`config.mk`:
```
export PLATFORM = sky130hd
export DESIGN_NAME = shift_seq_ctrl
export DESIGN_NICKNAME = d
export VERILOG_FILES = /design/src/rtl/shift_seq_ctrl.sv
export SDC_FILE = /design/constraint.sdc
export NUM_CORES = 1
export LEC_CHECK = 0
export BUFFER_PORTS_ARGS = -buffer_cell sky130_fd_sc_hd__buf_2
export CAP_MARGIN = 25
export CORE_MARGIN = 4
export CORE_UTILIZATION = 40
export CTS_CLUSTER_SIZE = 16
export DETAILED_ROUTE_END_ITERATION = 12
export GPL_ROUTABILITY_DRIVEN = 0
export GPL_TIMING_DRIVEN = 0
export HOLD_SLACK_MARGIN = 0.12
export PLACE_DENSITY = 0.75
export SKIP_CTS_REPAIR_TIMING = 1
export SLEW_MARGIN = 20
export SYNTH_ARGS = -nofsm -noshare
export SYNTH_HDL_FRONTEND = slang
export SYNTH_SLANG_ARGS = --single-unit
```
`constraint.sdc`:
```
create_clock -name clk -period 4.3 [get_ports clk]
set_input_delay 0.43 -clock clk [delete_from_list [all_inputs] [get_ports clk]]
set_output_delay 0.43 -clock clk [all_outputs]
set_load 0.1 [all_outputs]
```
`src/rtl/shift_seq_ctrl.sv`:
```
// Sequencing controller for the shared shift unit: runs a short opcode program on one operand.
// Optional macro SHIFT_SEQ_EARLY_EXIT_EN stops the program as soon as the shift result is zero.
module shift_seq_ctrl #(
  parameter int unsigned WIDTH   = 4,
  parameter int unsigned MAX_OPS = 4,
  localparam int unsigned CntW   = $clog2(MAX_OPS + 1)
) (
  input  logic                 clk,
  input  logic                 rst,
  input  logic                 start_valid,
  output logic                 start_ready,
  input  logic [WIDTH-1:0]     op_data,
  input  logic [2*MAX_OPS-1:0] prog,
  input  logic [CntW-1:0]      num_ops,
  output logic [WIDTH-1:0]     sh_in,
  output logic [1:0]           sh_sel,
  input  logic [WIDTH-1:0]     sh_out,
  output logic                 res_valid,
  input  logic                 res_ready,
  output logic [WIDTH-1:0]     res_data,
  output logic [CntW-1:0]      ops_done,
  output logic                 busy
);

  typedef enum logic [1:0] {StIdle, StRun, StDone} state_e;

  state_e               state_q, state_d;
  logic [WIDTH-1:0]     acc_q;
  logic [2*MAX_OPS-1:0] prog_q;
  logic [CntW-1:0]      n_q;
  logic [CntW-1:0]      idx_q;

  logic [CntW-1:0]      n_clamp;
  logic [CntW-1:0]      idx_next;
  logic [2*MAX_OPS-1:0] prog_shift;
  logic [1:0]           cur_op;
  logic                 last_op;
  logic                 early_zero;

  assign n_clamp    = (num_ops > CntW'(MAX_OPS)) ? CntW'(MAX_OPS) : num_ops;
  assign idx_next   = idx_q + CntW'(1);
  assign prog_shift = prog_q >> {idx_q, 1'b0};
  assign cur_op     = prog_shift[1:0];
  assign last_op    = (idx_next == n_q);

`ifdef SHIFT_SEQ_EARLY_EXIT_EN
  assign early_zero = (sh_out == '0);
`else
  assign early_zero = 1'b0;
`endif

  // State register
  always_ff @(posedge clk) begin
    if (rst) begin
      state_q <= StIdle;
    end else begin
      state_q <= state_d;
    end
  end

  // Next-state logic
  always_comb begin
    state_d = state_q;
    case (state_q)
      StIdle: begin
        if (start_valid) begin
          state_d = (n_clamp != '0) ? StRun : StDone;
        end
      end
      StRun: begin
        if (last_op || early_zero) begin
          state_d = StDone;
        end
      end
      StDone: begin
        if (res_ready) begin
          state_d = StIdle;
        end
      end
      default: state_d = StIdle;
    endcase
  end

  // Datapath: command capture in IDLE, one opcode applied per RUN cycle
  always_ff @(posedge clk) begin
    if (rst) begin
      acc_q  <= '0;
      prog_q <= '0;
      n_q    <= '0;
      idx_q  <= '0;
    end else begin
      case (state_q)
        StIdle: begin
          if (start_valid) begin
            acc_q  <= op_data;
            prog_q <= prog;
            n_q    <= n_clamp;
            idx_q  <= '0;
          end
        end
        StRun: begin
          acc_q <= sh_out;
          idx_q <= idx_next;
        end
        default: ;
      endcase
    end
  end

  // Outputs
  always_comb begin
    start_ready = 1'b0;
    res_valid   = 1'b0;
    sh_sel      = 2'b00;
    sh_in       = acc_q;
    res_data    = acc_q;
    ops_done    = idx_q;
    busy        = 1'b1;
    case (state_q)
      StIdle: begin
        start_ready = 1'b1;
        busy        = 1'b0;
      end
      StRun:   sh_sel    = cur_op;
      StDone:  res_valid = 1'b1;
      default: ;
    endcase
  end

endmodule

```
==> metrics.yaml <==
synth:
  ys_seq_area_share_pct: 39.8
  yosysMostFrequentCell: "dfxtp_1"
  ys_async_sr_fraction_pct: 0
  synth_edf_count: 0
  syn_area_sq_mm: 0.00101
  syn-num-nets: 129
  syn_inst: 105
  synth.distinct_cells: 30
  ys_dominant_reg_cell: "dfxtp_1"
  synth_warnings: 0
  synth_area_leader_cell: "dfxtp_1"
  avgSynthCellArea_sq_um: 9.59
  synth-seq-cells: 20
  synth.top_cell.area_share_pct: 39.8
  synth_common_cells: "20 x dfxtp_1, 18 x nor2_1, 9 x mux2i_1"
  ys_top_cells_by_area: "dfxtp_1 40%, mux2i_1 8.9%, nor2_1 6.7%"
die:
  io_pins: 39
  core_sq_mm: 0.00230
  fp-row-count: 17
  die_w_um: 58.2
  start_util_pct: 43.8
  die_area_sq_mm: 0.00338
  die_h_um: 58.2
power_and_ir_drop:
  p_int_w: 0.000351
  peakVddDrop_v: 0.000366
  p_per_area_mw_per_mm2: 535
  combinationalPowerShare_pct: 50.8
  seqPwrFrac_pct: 32.9
  p_sw_w: 0.000328
  cellLeakagePower_nw: 0.605
  swShare_pct: 48.4
  clock_power_share_pct: 16.2
global_routing:
  antenna_found_initial: 0
  grt_max_degree: 12
  grt_use_total_pct: 13.3
  grt.overflow.total: 0
  grt_pass1_vias: 816
  grt_pass1_wl_mm: 3.49
clock_tree:
  cts_buffers: 3
  clock_latency_ps: 300
  max-clock-path-buffers: 2
  cts_root_buf: "clkbuf_4"
  htreeDepth: 1
  cts_sinks: 20
  clk_pin_slew_ps: 110
  tritoncts: "yes"
routing:
  wire_per_inst_um: 12.1
  drt_first_pass_iters: 3
  ant_nets: 0
  drc: 0
  drtIter0Drc: 14
  wl_mm: 2.13
  avgViaCountPerCell: 4.99
  via_count: 873
final_layout:
  stdcell_count: 175
  synthToLayoutAreaGrowth_pct: 26.0
  fin_nets: 172
  n_antenna_cell: 0
  num-fill-cells: 231
  drive_gt1_share_pct: 38.1
outcome:
  status: "complete, no violations"
timing:
  timing.final.crit_share_pct: 51.8
  max_freq_ghz: 0.449
  rsz0062_at_grt: "no"
  clock_skew_ps: 0.526
  final_max_slew_viol_count: 0
  hold_violations: 0
  finalSetupViolCount: 0
  tns_ps: 0
  slew_headroom_pct: 67.5
  period_needed_ps: 2230
  worstMarginPinSlew_ps: 490
worst_setup_path:
  critical_path_class: "flip-flop to primary output"
  worstSetupEndpointType: "primary output"
  crit_arrival_ps: 1800
  cp.required_ps: 3870
  startpoint_type: "flip-flop"
  path_max_fanout: 7
place:
  dpl.hpwl_mm: 1.66
  io_buffers: 38
  placed_cells: 171
job:
  drv_cap: 0
min_path:
  hp-class: "input pin to flip-flop"
## placed cells by master (no fill, tap or decap), drive strengths merged
| cell type | n |
|---|---|
| nand2 | 8 |
| a21o | 1 |
| inv | 1 |
| buf | 47 |
| a21oi | 3 |
| o21ai | 1 |
| xor2 | 1 |
| dfxtp | 20 |
| ha | 1 |
| a311oi | 4 |
| xnor2 | 1 |
| nand3b | 3 |
| nor3 | 1 |
| o31ai | 1 |
| mux4 | 2 |
| mux2i | 9 |
| nor2b | 3 |
| clkbuf | 6 |
| a22oi | 1 |
| nor2 | 18 |
| o21ba | 1 |
| o21bai | 1 |
| nor3b | 4 |
| a211oi | 3 |
| a32o | 1 |
| xor3 | 1 |
| nand2b | 4 |
## final timing paths
check / startpoint / endpoint / slack [ps] / cells past startpoint
max reg2reg: ops_done[0] / state_q[1] / 2760 / 4
min reg2reg: prog_q[3] / prog_q[3] / 500 / 2
min: prog[4] / prog_q[4] / 360 / 3
max: ops_done[0] / sh_sel[0] / 2070 / 3
## critical path, stage by stage, from the launching register on
cell and delay, ps:
dfxtp_1 510, mux4_2 530, nor3b_1 150, buf_2 300
## registers in the layout (all words and copies together), names as in the netlist
register / count
n_q: 3
res_data: 4
ops_done: 3
state_q: 2
prog_q: 8
## power by group through the flow
stage | sequential (W) | combinational (W) | clock [W]
floorplan | 0.000292 | 0.000230 | 0
global placement | 0.000228 | 0.000344 | 0
detailed placement | 0.000229 | 0.000347 | 0
CTS | 0.000224 | 0.000348 | 0.000115
global route | 0.000227 | 0.000365 | 0.000123
finish | 0.000224 | 0.000345 | 0.000110
## cell type report
cell class	instances	area (sq um)	area share [%]
plain buffers	11	71.3	5.62
clock buffers	4	36.3	2.86
inverters	1	3.75	0.296
multi-input cells	73	532	41.9
flip-flops and latches	20	400	31.6
well taps	28	35.0	2.76
repair buffers	38	190	15.0
## layer usage
metal | up-vias | track usage [%] | wire length, um
met5 | - | 0 | 0
met4 | 0 | 2.98 | 0
met3 | 0 | 6.01 | 217
met2 | 35 | 21.5 | 936
met1 | 390 | 16.3 | 971
li1 | 448 | - | -
## logic make-up (layout without fill, tap and decap cells)
logic type                 after synthesis  in the layout  synth area share (%)
AOI/OAI and AO/OA                       17             17                  13.2
xor gates and xnor gates                 3              3                  4.10
adders and majority gates                1              1                  1.24
buffers and inverters                   12             54                  7.45
DFF                                     20             20                  39.8
muxes                                   11             11                  13.4
and+or+nand+nor                         41             41                  20.9
## per-stage QoR
| stage | power, W | worst slack [ps] | util, % | hold slack (ps) | instance area [sq um] |
|---|---|---|---|---|---|
| 3_3_place_gp | 0.000572 | 2390 | 53.6 | 469 | 1230 |
| 6_report | 0.000679 | 2070 | 55.2 | 358 | 1270 |
| 2_1_floorplan | 0.000522 | 230 | - | 455 | 1010 |
| 4_1_cts | 0.000687 | 2040 | 55.2 | 350 | 1270 |
| 5_1_grt | 0.000715 | 1930 | 55.2 | 354 | 1270 |
| 3_5_place_dp | 0.000576 | 2400 | 53.6 | 482 | 1230 |
Power figures use the tool's default switching activity.
